File: src/rtl/ps2_kbd_tx_if.sv
// Request handshake between a scan-code source and the PS/2 keyboard transmitter.
interface ps2_kbd_tx_if;
   logic [7:0] key_i;
   logic       key_break_i;
   logic       key_valid_i;
   logic       key_ready_o;

   modport master (
      output key_i,
      output key_break_i,
      output key_valid_i,
      input  key_ready_o
   );

   modport slave (
      input  key_i,
      input  key_break_i,
      input  key_valid_i,
      output key_ready_o
   );
endinterface

File: src/rtl/ps2_kbd_tx.sv
// PS/2 device-side transmitter: sends a make code, or F0 followed by the key for a break,
// as 11-bit odd-parity frames; host inhibit aborts and later retransmits the current byte.
module ps2_kbd_tx #(
   parameter int unsigned CLK_HALF = 16,
   parameter int unsigned GAP_CYC  = 32
) (
   input  logic         clk_i,
   input  logic         rst_n,
   ps2_kbd_tx_if.slave  kbd,
   input  logic         ps2_inhibit_i,
   output logic         ps2_clk_o,
   output logic         ps2_data_o,
   output logic         busy_o,
   output logic         abort_o
);

   localparam int unsigned HW = (CLK_HALF > 1) ? $clog2(CLK_HALF) : 1;
   localparam int unsigned GW = $clog2(GAP_CYC + 1);
   localparam logic [HW-1:0] HALF_LAST = HW'(CLK_HALF - 1);
   localparam logic [GW-1:0] GAP_LAST  = GW'(GAP_CYC - 1);
   localparam logic [3:0]    STOP_BIT  = 4'd10;

   typedef enum logic [1:0] {
      IDLE,
      SHIFT,
      GAP,
      WAIT_INH
   } state_t;

   state_t        state_q, state_d;
   logic [HW-1:0] half_q, half_d;
   logic          phase_q, phase_d;
   logic [3:0]    bit_q, bit_d;
   logic [GW-1:0] gap_q, gap_d;
   logic [7:0]    byte_q, byte_d;
   logic [7:0]    key_q, key_d;
   logic          pend_q, pend_d;
   logic          abort_q, abort_d;

   logic          accept;
   logic          frame_bit;
   logic [2:0]    data_idx;

   assign accept   = (state_q == IDLE) && kbd.key_valid_i && !ps2_inhibit_i;
   assign data_idx = 3'(bit_q - 4'd1);

   // Slot 0 is the start bit, 1..8 data LSB first, 9 odd parity, 10 stop.
   always_comb begin
      frame_bit = 1'b1;
      if (bit_q == 4'd0) begin
         frame_bit = 1'b0;
      end else if (bit_q <= 4'd8) begin
         frame_bit = byte_q[data_idx];
      end else if (bit_q == 4'd9) begin
         frame_bit = ~^byte_q;
      end
   end

   always_comb begin
      state_d = state_q;
      half_d  = half_q;
      phase_d = phase_q;
      bit_d   = bit_q;
      gap_d   = gap_q;
      byte_d  = byte_q;
      key_d   = key_q;
      pend_d  = pend_q;
      abort_d = 1'b0;

      unique case (state_q)
         IDLE: begin
            if (accept) begin
               key_d   = kbd.key_i;
               pend_d  = kbd.key_break_i;
               byte_d  = kbd.key_break_i ? 8'hF0 : kbd.key_i;
               state_d = SHIFT;
               half_d  = '0;
               phase_d = 1'b0;
               bit_d   = '0;
            end
         end

         SHIFT: begin
            if (ps2_inhibit_i && (bit_q != STOP_BIT)) begin
               state_d = WAIT_INH;
               abort_d = 1'b1;
               gap_d   = '0;
               half_d  = '0;
               phase_d = 1'b0;
               bit_d   = '0;
            end else if (half_q == HALF_LAST) begin
               half_d = '0;
               if (phase_q) begin
                  phase_d = 1'b0;
                  if (bit_q == STOP_BIT) begin
                     state_d = GAP;
                     gap_d   = '0;
                     bit_d   = '0;
                  end else begin
                     bit_d = bit_q + 4'd1;
                  end
               end else begin
                  phase_d = 1'b1;
               end
            end else begin
               half_d = half_q + HW'(1);
            end
         end

         GAP: begin
            if (ps2_inhibit_i) begin
               gap_d = '0;
            end else if (gap_q == GAP_LAST) begin
               gap_d = '0;
               if (pend_q) begin
                  byte_d  = key_q;
                  pend_d  = 1'b0;
                  state_d = SHIFT;
               end else begin
                  state_d = IDLE;
               end
            end else begin
               gap_d = gap_q + GW'(1);
            end
         end

         WAIT_INH: begin
            // byte_q and pend_q are untouched, so a completed F0 is not repeated
            if (ps2_inhibit_i) begin
               gap_d = '0;
            end else if (gap_q == GAP_LAST) begin
               gap_d   = '0;
               state_d = SHIFT;
            end else begin
               gap_d = gap_q + GW'(1);
            end
         end

         default: state_d = IDLE;
      endcase
   end

   always_ff @(posedge clk_i or negedge rst_n) begin
      if (!rst_n) begin
         state_q <= IDLE;
         half_q  <= '0;
         phase_q <= 1'b0;
         bit_q   <= '0;
         gap_q   <= '0;
         byte_q  <= '0;
         key_q   <= '0;
         pend_q  <= 1'b0;
         abort_q <= 1'b0;
      end else begin
         state_q <= state_d;
         half_q  <= half_d;
         phase_q <= phase_d;
         bit_q   <= bit_d;
         gap_q   <= gap_d;
         byte_q  <= byte_d;
         key_q   <= key_d;
         pend_q  <= pend_d;
         abort_q <= abort_d;
      end
   end

   assign ps2_clk_o       = (state_q == SHIFT) ? ~phase_q : 1'b1;
   assign ps2_data_o      = (state_q == SHIFT) ? frame_bit : 1'b1;
   assign busy_o          = (state_q != IDLE);
   assign kbd.key_ready_o = (state_q == IDLE);
   assign abort_o         = abort_q;

endmodule

File: src/flat_wrapper.sv
// flat-port wrapper written by rule: the top's interface ports become plain ports
module ps2_kbd_tx_flat 
#(
   parameter int unsigned CLK_HALF = 16,
   parameter int unsigned GAP_CYC  = 32
)
  (clk_i, rst_n, ps2_inhibit_i, ps2_clk_o, ps2_data_o, busy_o, abort_o, kbd_key_i, kbd_key_break_i, kbd_key_valid_i, kbd_key_ready_o);
  ps2_kbd_tx_if kbd_i ();
  input  logic clk_i;
  input  logic rst_n;
  input  logic ps2_inhibit_i;
  output logic ps2_clk_o;
  output logic ps2_data_o;
  output logic busy_o;
  output logic abort_o;
  input wire logic [$bits(kbd_i.key_i)-1:0] kbd_key_i;
  input wire logic [$bits(kbd_i.key_break_i)-1:0] kbd_key_break_i;
  input wire logic [$bits(kbd_i.key_valid_i)-1:0] kbd_key_valid_i;
  output wire logic [$bits(kbd_i.key_ready_o)-1:0] kbd_key_ready_o;
  assign kbd_i.key_i = kbd_key_i;
  assign kbd_i.key_break_i = kbd_key_break_i;
  assign kbd_i.key_valid_i = kbd_key_valid_i;
  assign kbd_key_ready_o = kbd_i.key_ready_o;
  ps2_kbd_tx #(.CLK_HALF(CLK_HALF), .GAP_CYC(GAP_CYC)) u_core (.clk_i(clk_i), .rst_n(rst_n), .kbd(kbd_i), .ps2_inhibit_i(ps2_inhibit_i), .ps2_clk_o(ps2_clk_o), .ps2_data_o(ps2_data_o), .busy_o(busy_o), .abort_o(abort_o));
endmodule
File: config.mk
export PLATFORM = sky130hd
export DESIGN_NAME = ps2_kbd_tx_flat
export DESIGN_NICKNAME = d
export VERILOG_FILES = /design/src/rtl/ps2_kbd_tx_if.sv /design/src/rtl/ps2_kbd_tx.sv /design/src/flat_wrapper.sv
export SDC_FILE = /design/constraint.sdc
export NUM_CORES = 1
export LEC_CHECK = 0
export ABC_AREA = 1
export ABC_CLOCK_PERIOD_IN_PS = 5010
export CORE_MARGIN = 2
export CORE_UTILIZATION = 55
export CTS_BUF_LIST = sky130_fd_sc_hd__clkbuf_16
export DETAILED_ROUTE_END_ITERATION = 10
export GPL_ROUTABILITY_DRIVEN = 0
export PLACE_DENSITY = 0.86
export SLEW_MARGIN = 20
export SYNTH_ARGS = -nofsm -noshare
export SYNTH_HDL_FRONTEND = slang
export SYNTH_SLANG_ARGS = --single-unit
File: constraint.sdc
create_clock -name clk_i -period 5.01 [get_ports clk_i]
set_clock_uncertainty 0.05 [all_clocks]
set_input_delay 1.002 -clock clk_i [delete_from_list [all_inputs] [get_ports clk_i]]
set_output_delay 1.002 -clock clk_i [all_outputs]
set_load 0.03 [all_outputs]
==> flow_metrics.py <==
metrics = {
    "sta": {
        "fin_crit_sh_pct": 69.4,
        "tightest_slew_ns": 0.492,
        "rsz0062_at_grt": "false",
        "slew_violations": 0,
        "finalSetupViolCount": 0,
        "finalHoldViolCount": 0,
        "fmax_ghz": 0.288,
        "final.setup.tns_ns": 0,
        "slew_headroom_pct": 67.2,
        "finalCriticalPeriod_ns": 3.48,
    },
    "setup_path": {
        "crit_path_start": "u_core.bit_q[0]$_DFFE_PN0P_",
        "critical_path_class": "reg2out",
        "r2r_slack_ns": 2.81,
        "r2r_end": "u_core.gap_q[1]$_DFFE_PN0P_",
        "end_kind": "output port",
        "required_ns": 3.96,
        "endpoint": "ps2_data_o",
        "cp-start-kind": "flip-flop",
        "worst-path-max-fanout": 8,
        "r2r_start": "u_core.bit_q[0]$_DFFE_PN0P_",
        "arrival_ns": 2.43,
        "ff2ff_path_depth": 9,
    },
    "floorplan": {
        "chipHeight_um": 68.3,
        "num_io_pins": 18,
        "fp.dieArea_um2": 4670,
        "fp.dieW_um": 68.3,
        "start_util_pct": 56.9,
        "core_um2": 4000,
        "rows": 23,
    },
    "detailed_routing": {
        "vias_per_cell": 5.28,
        "first_iter_violations": 142,
        "routed_wl_um": 4730,
        "avgRoutedWirePerCell_um": 12.0,
        "vias": 2090,
        "postRouteAntennaNets": 0,
        "drtPass1Iterations": 4,
        "drc": 0,
    },
    "finish": {
        "syn2layout_area_growth_pct": 14.6,
        "n_fill_cell": 341,
        "post-route-cell-area_um2": 2610,
        "fin_nets": 369,
        "stdcell_count": 396,
        "antennaDiodeCount": 0,
        "final_layout_size_suffix_gt1_share_pct": 5.78,
        "seqCellArea_um2": 876,
        "multi_input_area_um2": 1180,
    },
    "clock_network": {
        "cts_max_level": 2,
        "cts_tree": "done",
        "clockBufferDepth": 2,
        "clk_latency_ns": 0.28,
        "path_clk_slew_ns": 0.05,
        "cts_sinks": 35,
        "numCtsBuffers": 5,
        "cts_hold_buffers": 0,
        "cts_resized": 0,
        "post-cts-setup-buffer-count": 0,
        "cts_root_buf": "clkbuf_16",
    },
    "placement": {
        "hpwl_um": 3540,
        "post_dp_cell_area_um2": 2470,
        "io_buffers": 17,
        "place_inst": 388,
    },
    "synthesis": {
        "avgSynthCellArea_um2": 6.98,
        "synthCells": 326,
        "syn-num-nets": 350,
        "ys_seq_elements": 35,
        "yosys_warnings": 0,
        "yosys.cell_types.count": 25,
        "syn-cell-area_um2": 2270,
        "ys_seq_area_share_pct": 38.5,
    },
    "flow_run": {
        "maxCapViolCount": 0,
    },
    "power_and_ir_drop": {
        "leakagePower_nw": 1.36,
        "peakVddDrop_mv": 0.304,
        "powerDensity_nw_per_um2": 584,
    },
    "grt": {
        "grt_pass1_vias": 1894,
        "grt_max_degree": 36,
        "grt_usage_pct": 23.3,
        "grt_pass1_wl_um": 7990,
        "antenna_found_initial": 0,
        "grt-ovfl-total": 0,
    },
    "worst_hold_path": {
        "min_path_type": "reg2reg",
    },
    "status": {
        "run_status": "completed",
    },
}
[state kept, by name, indices dropped and copies added, names as in the netlist]
signal / count
u_core.abort_o: 1
u_core.bit_q: 4
u_core.byte_q: 8
u_core.gap_q: 6
u_core.half_q: 4
u_core.key_q: 8
u_core.pend_q: 1
u_core.phase_q: 1
u_core.state_q: 2
[Yosys cell counts (all sizes together)]
library cell    n  area (um^2)
nand2         125          477
ha             11          138
buf             5         41.3
clkbuf          1         3.75
nor3            2         10.0
a21oi          11         58.8
o21a            1         7.51
dfrtp          35          876
nand3          26          165
xor2            2         17.5
nand4          10         62.6
o21ai          23          119
or2             1         6.26
inv            46          173
nor2           26          113
nand3b          1         7.51
[how the worst min path moves through the flow]
stage                                     start                          end  slack (ns)  cells past startpoint
global route        u_core.key_q[1]$_DFFE_PN0P_  u_core.key_q[1]$_DFFE_PN0P_        0.45                      2
CTS                 u_core.key_q[4]$_DFFE_PN0P_  u_core.key_q[4]$_DFFE_PN0P_        0.44                      2
finish              u_core.key_q[0]$_DFFE_PN0P_  u_core.key_q[0]$_DFFE_PN0P_        0.43                      2
detailed placement  u_core.key_q[4]$_DFFE_PN0P_  u_core.key_q[4]$_DFFE_PN0P_        0.43                      2
floorplan           u_core.key_q[0]$_DFFE_PN0P_  u_core.key_q[0]$_DFFE_PN0P_        0.40                      2
global placement    u_core.key_q[4]$_DFFE_PN0P_  u_core.key_q[4]$_DFFE_PN0P_        0.42                      2
[through the flow]
step / setup WS (ns) / hold WS [ns] / util [%] / power, mW
3_5_place_dp: 1.83 / 0.425 / 61.7 / 1.23
2_1_floorplan: 2.50 / 0.403 / - / 1.06
5_1_grt: 1.32 / 0.447 / 65.2 / 1.66
4_1_cts: 1.54 / 0.438 / 65.2 / 1.53
6_report: 1.53 / 0.434 / 65.2 / 1.52
3_3_place_gp: 1.94 / 0.417 / 61.7 / 1.19
[critical path: stages, from the launching register on]
cell and delay, ns:
dfrtp_1 0.48, inv_1 0.18, ha_1 0.35, inv_1 0.06
nand3_1 0.08, nand3_1 0.07, nand2_1 0.07, nand2_1 0.05
nand2_1 0.05, nand2_1 0.05, nand2_1 0.05, clkdlybuf4s50_1 0.66
[final cells by class]
| cell class | instances | share of cell area [%] |
|---|---|---|
| timing repair buffer | 18 | 6.82 |
| clock buffer | 5 | 4.80 |
| clock inverter | 3 | 0.432 |
| inverter | 46 | 6.63 |
| tap | 50 | 2.40 |
| multi-input combinational | 239 | 45.3 |
| sequential | 35 | 33.6 |
[layout by cell type (no fill, tap or decap), drive strengths merged, types with 2 or more instances in the layout]
cell	netlist	final
dfrtp	35	35
clkbuf	1	5
nor3	2	2
ha	11	11
inv	46	47
nand3	26	26
o21ai	23	23
a21oi	11	11
clkinv	0	2
nand4	10	10
clkdlybuf4s50	0	17
nand2	125	125
xor2	2	2
nor2	26	26
[cell families after synthesis]
family	share of synthesized area, %
XOR/XNOR	0.770
flip-flops	38.5
AO/OA/AOI/OAI	8.14
adder cells (fa/ha/maj)	6.05
buffers and inverters	9.57
AND/OR/NAND/NOR	37.0
[power breakdown]
part | total (mW) | leakage, nW | internal, mW | switching (mW)
clock network | 0.288 | 0.0701 | 0.179 | 0.110
registers | 0.470 | 0.456 | 0.380 | 0.0900
logic | 0.764 | 0.834 | 0.263 | 0.501
total | 1.52 | 1.36 | 0.822 | 0.700
[layer usage]
layer,vias up,track usage (%),share of wire [%]
li1,1062,-,-
met1,966,26.4,43
met2,49,39.8,51
met3,13,6.58,3.8
met4,0,12.3,2.4
met5,-,0,0
No activity file was read; power rests on OpenSTA's default activity.
